**config.mk**
```make
export PLATFORM = sky130hd
export DESIGN_NAME = fifo_read_master_flat
export DESIGN_NICKNAME = d
export VERILOG_FILES = /design/src/rtl/fifo_read_master_if.sv /design/src/rtl/fifo_read_master.sv /design/src/flat_wrapper.sv
export SDC_FILE = /design/constraint.sdc
export NUM_CORES = 1
export LEC_CHECK = 0
export CORE_MARGIN = 10
export CORE_UTILIZATION = 55
export CTS_BUF_LIST = sky130_fd_sc_hd__clkbuf_8
export CTS_CLUSTER_SIZE = 24
export DETAILED_ROUTE_END_ITERATION = 8
export PLACE_DENSITY = 0.86
export SYNTH_ARGS = -nofsm -noshare
export SYNTH_HDL_FRONTEND = slang
export SYNTH_SLANG_ARGS = --single-unit
```
**constraint.sdc**
```tcl
create_clock -name rclk -period 3.41 [get_ports rclk]
set_input_delay 0.5115 -clock rclk [delete_from_list [all_inputs] [get_ports rclk]]
set_output_delay 0.5115 -clock rclk [all_outputs]
set_load 0.01 [all_outputs]
```
**src/rtl/fifo_read_master_if.sv**
```systemverilog
// Read-side bundle for fifo_read_master: FIFO pop port, downstream valid/ready
// stream, run request and status.
interface fifo_read_master_if #(
  parameter int DSIZE  = 8,
  parameter int CWIDTH = 16
);
  logic              en;
  logic              rempty;
  logic [DSIZE-1:0]  rdata;
  logic              rinc;
  logic [DSIZE-1:0]  out_data;
  logic              out_valid;
  logic              out_ready;
  logic [CWIDTH-1:0] rd_count;
  logic              busy;

  modport master (
    input  en, rempty, rdata, out_ready,
    output rinc, out_data, out_valid, rd_count, busy
  );

  modport slave (
    output en, rempty, rdata, out_ready,
    input  rinc, out_data, out_valid, rd_count, busy
  );
endinterface

```
**src/rtl/fifo_read_master.sv**
```systemverilog
// Pops words from a FIFO read port into a 2-entry skid buffer and presents
// them as a registered valid/ready stream. Popping is gated by a small
// IDLE/RUN/DRAIN controller so that dropping en lets buffered words drain.
module fifo_read_master #(
  parameter int DSIZE  = 8,
  parameter int CWIDTH = 16
) (
  input logic                rclk,
  input logic                rrst,
  fifo_read_master_if.master bus
);

  typedef enum logic [1:0] {
    IDLE  = 2'd0,
    RUN   = 2'd1,
    DRAIN = 2'd2
  } state_t;

  state_t            state;
  state_t            state_next;
  logic [1:0]        cnt;
  logic [1:0]        cnt_next;
  logic              rptr;
  logic              wptr;
  logic              push;
  logic              xfer;
  logic              valid;
  logic [DSIZE-1:0]  mem [2];
  logic [CWIDTH-1:0] rd_count;

  // Output side is driven purely from registered buffer state, never from rdata.
  assign valid         = (cnt != 2'd0);
  assign xfer          = valid & bus.out_ready;
  assign bus.out_valid = valid;
  assign bus.out_data  = valid ? mem[rptr] : '0;
  assign bus.rinc      = push;
  assign bus.rd_count  = rd_count;
  assign bus.busy      = (state != IDLE) | valid;

  // Pop decision, occupancy update and next-state selection.
  always_comb begin
    state_next = state;
    push       = 1'b0;
    if (state == RUN) begin
      // A full buffer may only accept a word when one leaves in the same cycle.
      push = !bus.rempty && !rrst && ((cnt < 2'd2) || xfer);
    end
    cnt_next = cnt + {1'b0, push} - {1'b0, xfer};
    case (state)
      IDLE:    if (bus.en) state_next = RUN;
      RUN:     if (!bus.en) state_next = DRAIN;
      DRAIN: begin
        if (bus.en)                state_next = RUN;
        else if (cnt_next == 2'd0) state_next = IDLE;
      end
      default: state_next = IDLE;
    endcase
  end

  // Controller state register.
  always_ff @(posedge rclk) begin
    if (rrst) state <= IDLE;
    else      state <= state_next;
  end

  // Buffer occupancy, pointers and pop counter; reset discards buffered words.
  always_ff @(posedge rclk) begin
    if (rrst) begin
      cnt      <= 2'd0;
      rptr     <= 1'b0;
      wptr     <= 1'b0;
      rd_count <= '0;
    end else begin
      cnt <= cnt_next;
      if (push) begin
        wptr     <= ~wptr;
        rd_count <= rd_count + 1'b1;
      end
      if (xfer) rptr <= ~rptr;
    end
  end

  // Buffer storage; contents are only meaningful while counted by cnt.
  always_ff @(posedge rclk) begin
    if (push) mem[wptr] <= bus.rdata;
  end

endmodule

```
**src/flat_wrapper.sv**
```systemverilog
// flat-port wrapper written by rule: the top's interface ports become plain ports
module fifo_read_master_flat 
#(
  parameter int DSIZE  = 8,
  parameter int CWIDTH = 16
)
  (rclk, rrst, bus_en, bus_rempty, bus_rdata, bus_out_ready, bus_rinc, bus_out_data, bus_out_valid, bus_rd_count, bus_busy);
  fifo_read_master_if #(.DSIZE(DSIZE), .CWIDTH(CWIDTH)) bus_i ();
  input logic rclk;
  input logic rrst;
  input wire logic [$bits(bus_i.en)-1:0] bus_en;
  input wire logic [$bits(bus_i.rempty)-1:0] bus_rempty;
  input wire logic [$bits(bus_i.rdata)-1:0] bus_rdata;
  input wire logic [$bits(bus_i.out_ready)-1:0] bus_out_ready;
  output wire logic [$bits(bus_i.rinc)-1:0] bus_rinc;
  output wire logic [$bits(bus_i.out_data)-1:0] bus_out_data;
  output wire logic [$bits(bus_i.out_valid)-1:0] bus_out_valid;
  output wire logic [$bits(bus_i.rd_count)-1:0] bus_rd_count;
  output wire logic [$bits(bus_i.busy)-1:0] bus_busy;
  assign bus_i.en = bus_en;
  assign bus_i.rempty = bus_rempty;
  assign bus_i.rdata = bus_rdata;
  assign bus_i.out_ready = bus_out_ready;
  assign bus_rinc = bus_i.rinc;
  assign bus_out_data = bus_i.out_data;
  assign bus_out_valid = bus_i.out_valid;
  assign bus_rd_count = bus_i.rd_count;
  assign bus_busy = bus_i.busy;
  fifo_read_master #(.DSIZE(DSIZE), .CWIDTH(CWIDTH)) u_core (.rclk(rclk), .rrst(rrst), .bus(bus_i));
endmodule
```
# Word level (Yosys, flattened, before mapping)
# Memory sizes are Yosys's and may differ from the RTL's. A register that Yosys moved wholly into a read port is not among the register bits.
# Index checks and enable logic that the tools add are counted.
[classes]
muxes = 11
n_reduce_logical = 10
bitwise_logic = 4
n_eq_ne = 5
add_sub_neg = 3
magnitude_cmp = 1
[ops]
columns = ["operator", "count"]
rows = [
  ["16-bit by 1-bit adder with 16-bit output (second input constant)", 1],
  ["2-bit two-way mux", 4],
  ["8-bit two-way mux", 1],
  ["2-bit one-hot mux with 3 select lines", 1],
  ["1-bit two-way mux", 5],
  ["2-bit zero test", 2],
  ["2-bit != test (second input constant)", 2],
  ["2-bit nonzero test", 2],
  ["3-bit by 2-bit != test with 1-bit output (second input constant)", 1],
  ["3-bit AND reduction", 1],
  ["2-bit by 1-bit adder with 2-bit output", 1],
  ["2-bit by 1-bit equality test with 1-bit output (second input constant)", 1],
  ["2-bit equality test (second input constant)", 1],
  ["1-bit logical AND", 2],
  ["1-bit zero test", 2],
  ["2-bit less-than comparator (second input constant)", 1],
  ["1-bit inverter", 2],
  ["2-bit by 1-bit subtractor with 2-bit output", 1],
  ["1-bit bitwise AND", 1],
  ["1-bit logical OR", 1],
  ["1-bit bitwise OR", 1],
]
[totals]
out_inout_bits = 27
in_bits = 13
mem_count = 1
wordCells = 40
mem_bits_rw = 16
reg_bits = 22
[mem_list]
columns = ["memory", "words", "width", "read_ports", "rd_ports_with_merged_regs", "write_ports", "line", "text"]
rows = [
  ["u_core.mem", 2, 8, 1, 1, 1, "fifo_read_master.sv:28", "logic [DSIZE-1:0] mem [2];"],
]

# Depth between registers and ports, before layout
# Gate-level depths: netlist of run 1.
[logic_depth]
word_depth = 11
depth_mapped = 9
ltp_nobuf = 8

# Worst setup path before layout of run 1
# Ideal clock, no wire load.
[synth_timing]
kind = "in2reg"
start = "in rrst"
end = "reg u_core.state[1]"
path_stages = 9
setup_slack_ps = 960
setup_time_ps = 115
n_path_buf = 1
t_arrival_ps = 2335
path_cell_list = "buf_6 -> nor4b_1 -> nand2_1 -> ha_1 -> inv_1 -> ha_1 -> xor2_1 -> xnor2_1 -> a2111oi_0"
[synth_via]
elab_chain_len = 9
[synth_rtl]
columns = ["element", "line", "text"]
rows = [
  ["start: declaration", "flat_wrapper.sv:10", "input logic rrst;"],
  ["1-bit zero test", "fifo_read_master.sv:46", "push = !bus.rempty && !rrst && ((cnt < 2'd2) || xfer);"],
  ["1-bit logical AND (2 in series)", "fifo_read_master.sv:46", ""],
  ["1-bit two-way mux", "fifo_read_master.sv:44", "if (state == RUN) begin"],
  ["2-bit by 1-bit adder with 2-bit output", "fifo_read_master.sv:48", "cnt_next = cnt + {1'b0, push} - {1'b0, xfer};"],
  ["2-bit by 1-bit subtractor with 2-bit output", "fifo_read_master.sv:48", ""],
  ["2-bit zero test", "fifo_read_master.sv:54", "else if (cnt_next == 2'd0) state_next = IDLE;"],
  ["3-bit by 2-bit != test with 1-bit output (no source line)", "-", ""],
  ["3-bit AND reduction (no source line)", "-", ""],
  ["end signal: assignment", "fifo_read_master.sv:63", "else state <= state_next;"],
  ["end: declaration", "fifo_read_master.sv:19", "state_t state;"],
]
# Parallel ways exist; a longest one is shown, timed or not.
# A chain may end at the register's enable or synchronous reset.

# Worst setup path in the final report of run 1
[layout_timing]
start = "in bus_rempty"
end = "out bus_rinc"
[layout_via]
elab_chain_len = 4
[layout_rtl]
columns = ["element", "line", "text"]
rows = [
  ["start: declaration", "flat_wrapper.sv:12", "input wire logic [$bits(bus_i.rempty)-1:0] bus_rempty;"],
  ["1-bit zero test", "fifo_read_master.sv:46", ""],
  ["1-bit logical AND (2 in series)", "fifo_read_master.sv:46", ""],
  ["1-bit two-way mux", "fifo_read_master.sv:44", ""],
  ["end: declaration", "flat_wrapper.sv:15", "output wire logic [$bits(bus_i.rinc)-1:0] bus_rinc;"],
]
# Every way passes these cells.

==> results.yml, run 1 <==
critical_path:
  slowest_delay_ps: 540
  timing_worst_setup_path_type: "in2out"
  path_common_cell: "clkdlybuf4s50_1"
  critical_path_required_ps: 2900
  critPathBufInv: 3
  slowest_stage: "clkdlybuf4s50_1"
  worst-path-max-fanout: 7
  crit_family: "buffers and inverters"
  arrival_ps: 2370
  crit_path_end_kind: "output port"
  worstPathCellList: "clkdlybuf4s50_1, nor4b_1, nand2_1, inv_1, clkdlybuf4s50_1"
  setup.worst_path.start_class: "primary input"
sta:
  fmax_mhz: 347
  slew_headroom_pct: 50.8
  setup_slack_ps: 530
  tns_ps: 0
  rsz0062_at_grt: "false"
  tightest_slew_ps: 735
  finalCritPeriodShare_pct: 84.4
  min_period_ps: 2880
  timing.final.hold_violations: 0
  setup_viol: 0
  fin_worst_skew_ps: 6.96
  drv_slew: 0
floorplan:
  num_io_pins: 40
  fp-row-count: 20
  die_h_um: 75.6
  die_area_um2: 5710
  initial_utilization_pct: 56.5
  die-width_um: 75.6
  core_um2: 3000
cts:
  h-tree-depth: 2
  post_cts_buffers: 0
  cts_root_buf: "clkbuf_8"
  clock_sinks: 39
  path_clk_slew_ps: 70
  worstSkewPairLatency_ps: 290
  cts_tree: "done"
  numCtsBuffers: 5
  cts_buffer_depth: 2
  cts_hold_buf: 0
  cts_resized: 0
placement:
  post-place-ws_ps: 238
  dpl.hpwl_mm: 2.94
  port_buffers: 39
  place.gp.congestion: 0.791
  postPlaceCellArea_um2: 2090
min_path:
  min_path_type: "reg2reg"
yosys:
  synth_warnings: 0
  yosys.area.top_type: "edfxtp_1"
  ys_seq_area_share_pct: 55.4
  synth_cells: 156
  synth_area_um2: 1700
  synth_top_cell_area_share_pct: 28.3
  synthTopCellsByArea: "edfxtp_1 (28%), dfxtp_1 (27%), nor2_1 (5.1%)"
  yosysUniqueCellTypes: 34
  syn-num-nets: 172
  synth_area_per_cell_um2: 10.9
  ys_ff_latch: 39
power_and_ir_drop:
  irDropWorstVdd_uv: 283
  power.leakage_nw: 0.754
  cellPowerDensity_nw_per_um2: 590
  total_power_mw: 1.30
detailed_routing:
  wl_per_cell_um: 17.1
  drtAntennaViolNets: 0
  drc: 0
  first_pass_iters: 4
  via_count: 1302
  drt_wl_total_mm: 3.95
  drt_iter0_drc: 57
  via_per_inst: 5.64
global_route:
  gr-total-overflow: 0
  grt_pass1_wl_mm: 6.35
  grt_max_degree: 26
  antenna_found_initial: 0
  track_usage_pct: 14.9
  grt_pass1_vias: 1321
cells_and_area:
  design_area_um2: 2210
  layout.nets: 213
  layout_common_cells: "clkdlybuf4s50_1 (39), nor2_1 (23), dfxtp_1 (23)"
  post-route-util_pct: 73.5
  drive_above_1_share_pct: 8.08
  num_antenna_cells: 0
  layout_commonest_cell: "clkdlybuf4s50_1"
  area_delta_synth_final_pct: 30.0
job:
  max_cap_viol_count: 0
status:
  status: "completed"
kinds of logic (layout without fill, tap and decap cells):
family                     after synthesis  after routing  share of synthesized area, %
AOI/OAI and AO/OA                       17             17                          6.26
DFF                                     39             39                          55.4
xor gates and xnor gates                12             12                          6.19
muxes                                    9              9                          5.38
adders and majority gates                3              3                          2.21
and+or+nand+nor                         62             62                          20.0
buffers and inverters                   14             56                          4.50
worst register-to-register path, stage by stage, from the launching register on:
cell and delay, ps:
dfxtp_1 380, nor4b_1 500, nand2_1 290, ha_1 350, inv_1 40, ha_1 180
xor2_1 150, xnor2_1 150, a2111oi_0 420
path summary, 6_finish.rpt:
kind                                              start                 endpoint  slack, ps  cells past startpoint
worst max-delay path                         bus_rempty                 bus_rinc        530                      5
worst min-delay path            u_core.bus.rd_count[15]  u_core.bus.rd_count[15]        480                      2
worst max register to register          u_core.state[1]          u_core.state[1]        810                      8
worst min register to register  u_core.bus.rd_count[15]  u_core.bus.rd_count[15]        480                      2
layer usage:
metal  wire, um  up-vias  track usage [%]
met4         56        0             5.57
met1       1640      622             15.5
li1           -      636                -
met5          0        -                0
met2       1920       38             25.3
met3        341        6             7.16
cell type report:
class	count	area [um2]
well taps	33	41.3
fillers	224	796
repair buffers	41	405
inverters	7	26.3
clock inverters	3	43.8
flip-flops and latches	39	941
multi-input cells	103	681
clock buffers	5	68.8
cell usage after synthesis, drive strengths merged:
master / n
a2111oi: 1
a211oi: 1
a21oi: 8
and3: 1
and4: 1
buf: 4
clkbuf: 3
dfxtp: 23
edfxtp: 16
ha: 3
inv: 7
mux2: 1
mux2i: 8
nand2: 6
nand2b: 1
nand3: 6
nand3b: 1
nand4: 2
nor2: 23
nor2b: 4
nor3b: 1
nor4: 2
nor4b: 3
o21ai: 1
o31ai: 6
or3: 4
or4: 6
or4b: 1
xnor2: 8
xor2: 4
per-stage QoR:
| stage | hold slack (ps) | instances |
|---|---|---|
| floorplan | 481 | 156 |
| global placement | 461 | 223 |
| detailed placement | 479 | 223 |
| CTS | 490 | 231 |
| global route | 509 | 231 |
| finish | 484 | 231 |
state kept, by name, indices dropped and copies added (netlist names), named ones only:
register	flops
u_core.bus.rd_count	16
u_core.rptr	1
u_core.wptr	1
u_core.cnt	2
u_core.mem	16
u_core.state	2
report_power, final:
| group | switching, mW | leakage, nW | internal, mW |
|---|---|---|---|
| sequential | 0.0362 | 0.331 | 0.513 |
| clock | 0.164 | 0.0581 | 0.218 |
| combinational | 0.169 | 0.365 | 0.205 |
Note: power is estimated with default switching activity, not from simulation.
==> inputs of run 2 (changes only) <==
CORE_UTILIZATION = 51   (was 55)
PLACE_DENSITY = 0.8   (was 0.86)
clock period = 2.68 ns   (was 3.41 ns; I/O delays follow)
==> run 2 against run 1 <==
Compared with the run above:
- routed wire length down 0.46%
- critical path depth up 1
- first-iteration DRC count up 42%
- cell count up 7.4%
- global-route usage down 1.7 points
- total power up 19%
- sequential power up 27%
- utilization down 1.7 points
- cell area up 1.7%
- register-to-register slack worse by 360 ps
- sequential cell count unchanged
- clock skew up 4.3 ps
- critical path type unchanged
- critical endpoint unchanged
==> results.yml, run 2 (same netlist as run 1, synthesis figures left out) <==
critical_path:
  setup.worst_path.start_class: "primary input"
  critical_path_required_ps: 2280
  slowest_stage: "clkdlybuf4s50_1"
  crit_family: "buffers and inverters"
  crit_path_end_kind: "output port"
  worst-path-max-fanout: 6
  slowest_delay_ps: 520
  path_common_cell: "clkdlybuf4s50_1"
  worstPathCellList: "clkdlybuf4s50_1, nor4b_2, nand2_1, buf_4, inv_1, clkdlybuf4s50_1"
  critPathBufInv: 4
  timing_worst_setup_path_type: "in2out"
  arrival_ps: 2040
cells_and_area:
  fill_cells: 234
  layout.nets: 219
  post-route-util_pct: 71.8
  layout_common_cells: "clkdlybuf4s50_1 (39), nor2_1 (23), dfxtp_1 (23)"
  final-instance-count-excl-fill: 248
  multi_input_area_um2: 687
  largestRegisters: "u_core.bus.rd_count x16, u_core.mem x16"
  area_delta_synth_final_pct: 32.2
  regArea_um2: 941
  num_antenna_cells: 0
  design_area_um2: 2240
  drive_above_1_share_pct: 10.8
  layout_commonest_cell: "clkdlybuf4s50_1"
detailed_routing:
  first_pass_iters: 4
  drtAntennaViolNets: 0
  via_count: 1336
  drt_wl_total_mm: 3.94
  via_per_inst: 5.39
  drc: 0
  drt_iter0_drc: 81
  wl_per_cell_um: 15.9
cts:
  cts_root_buf: "clkbuf_8"
  numCtsBuffers: 5
  cts_hold_buf: 0
  cts_resized: 0
  cts_tree: "done"
  worstSkewPairLatency_ps: 300
  cts_buffer_depth: 2
  h-tree-depth: 2
  path_clk_slew_ps: 80
  clock_sinks: 39
  post_cts_buffers: 0
sta:
  setup_viol: 0
  tns_ps: 0
  fin_worst_skew_ps: 11.3
  tightest_slew_ps: 511
  finalCritPeriodShare_pct: 91.0
  drv_slew: 0
  fmax_mhz: 410
  slew_headroom_pct: 65.8
  rsz0062_at_grt: "false"
  min_period_ps: 2440
  timing.final.hold_violations: 0
global_route:
  grt_pass1_vias: 1349
  grt_pass1_wl_mm: 6.41
  gr-total-overflow: 0
  antenna_found_initial: 0
  track_usage_pct: 13.2
  grt_max_degree: 16
status:
  status: "completed"
min_path:
  min_path_type: "reg2reg"
floorplan:
  fp-row-count: 20
  die-width_um: 77.7
  die_h_um: 77.7
  core_um2: 3130
  num_io_pins: 40
  die_area_um2: 6040
  initial_utilization_pct: 54.3
job:
  max_cap_viol_count: 0
placement:
  dpl.hpwl_mm: 2.91
  place.gp.congestion: 0.746
  postPlaceCellArea_um2: 2150
  place_inst: 240
  port_buffers: 39
power_and_ir_drop:
  irDropWorstVdd_uv: 384
  power.leakage_nw: 0.772
  total_power_mw: 1.55
  cellPowerDensity_nw_per_um2: 691
## run 2: cell count changes in the layout (fill, tap and decap cells not counted), sizes merged
cell      delta
inv          +1
clkinv       -1
bufinv       -1
clkinvlp     +1
buf          +6
## run 2: final cells by class
class	instances	share of cell area (%)
Sequential cell	39	41.9
Timing Repair Buffer	47	20.1
Multi-Input combinational cell	103	30.6
Tap cell	44	2.45
Clock buffer	5	3.07
Clock inverter	3	0.725
Inverter	7	1.17
## run 2: stage by stage
stage	setup slack, ps	hold slack (ps)
2_1_floorplan	340	481
3_3_place_gp	43.2	464
3_5_place_dp	-70.9	488
4_1_cts	108	498
5_1_grt	52.3	520
6_report	242	508
## run 2: path summary, 6_finish.rpt
check	to	start	cells after the start	slack, ps
worst min register to register	u_core.bus.rd_count[15]	u_core.bus.rd_count[15]	2	510
worst max-delay path	bus_rinc	bus_rempty	6	240
worst min-delay path	u_core.bus.rd_count[15]	u_core.bus.rd_count[15]	2	510
worst max register to register	u_core.bus.rd_count[10]	u_core.state[1]	4	450
## run 2: metal layers
metal / track usage (%) / vias up / share of wire [%]
met5: 0 / - / 0
met1: 14.4 / 629 / 40
met4: 6.75 / 0 / 2.6
met3: 5.30 / 9 / 7.0
li1: - / 653 / -
met2: 21.6 / 45 / 50
## run 2: tightest hold or removal path, delay by kind of cell, from the launching register on
family | cells | cell delay [ps]
DFF | 1 | 330
AOI/OAI and AO/OA | 2 | 130
## run 2: power breakdown
group	switching [mW]	total, mW	internal (mW)
combinational	0.212	0.477	0.265
sequential	0.0438	0.696	0.652
clock	0.201	0.379	0.178
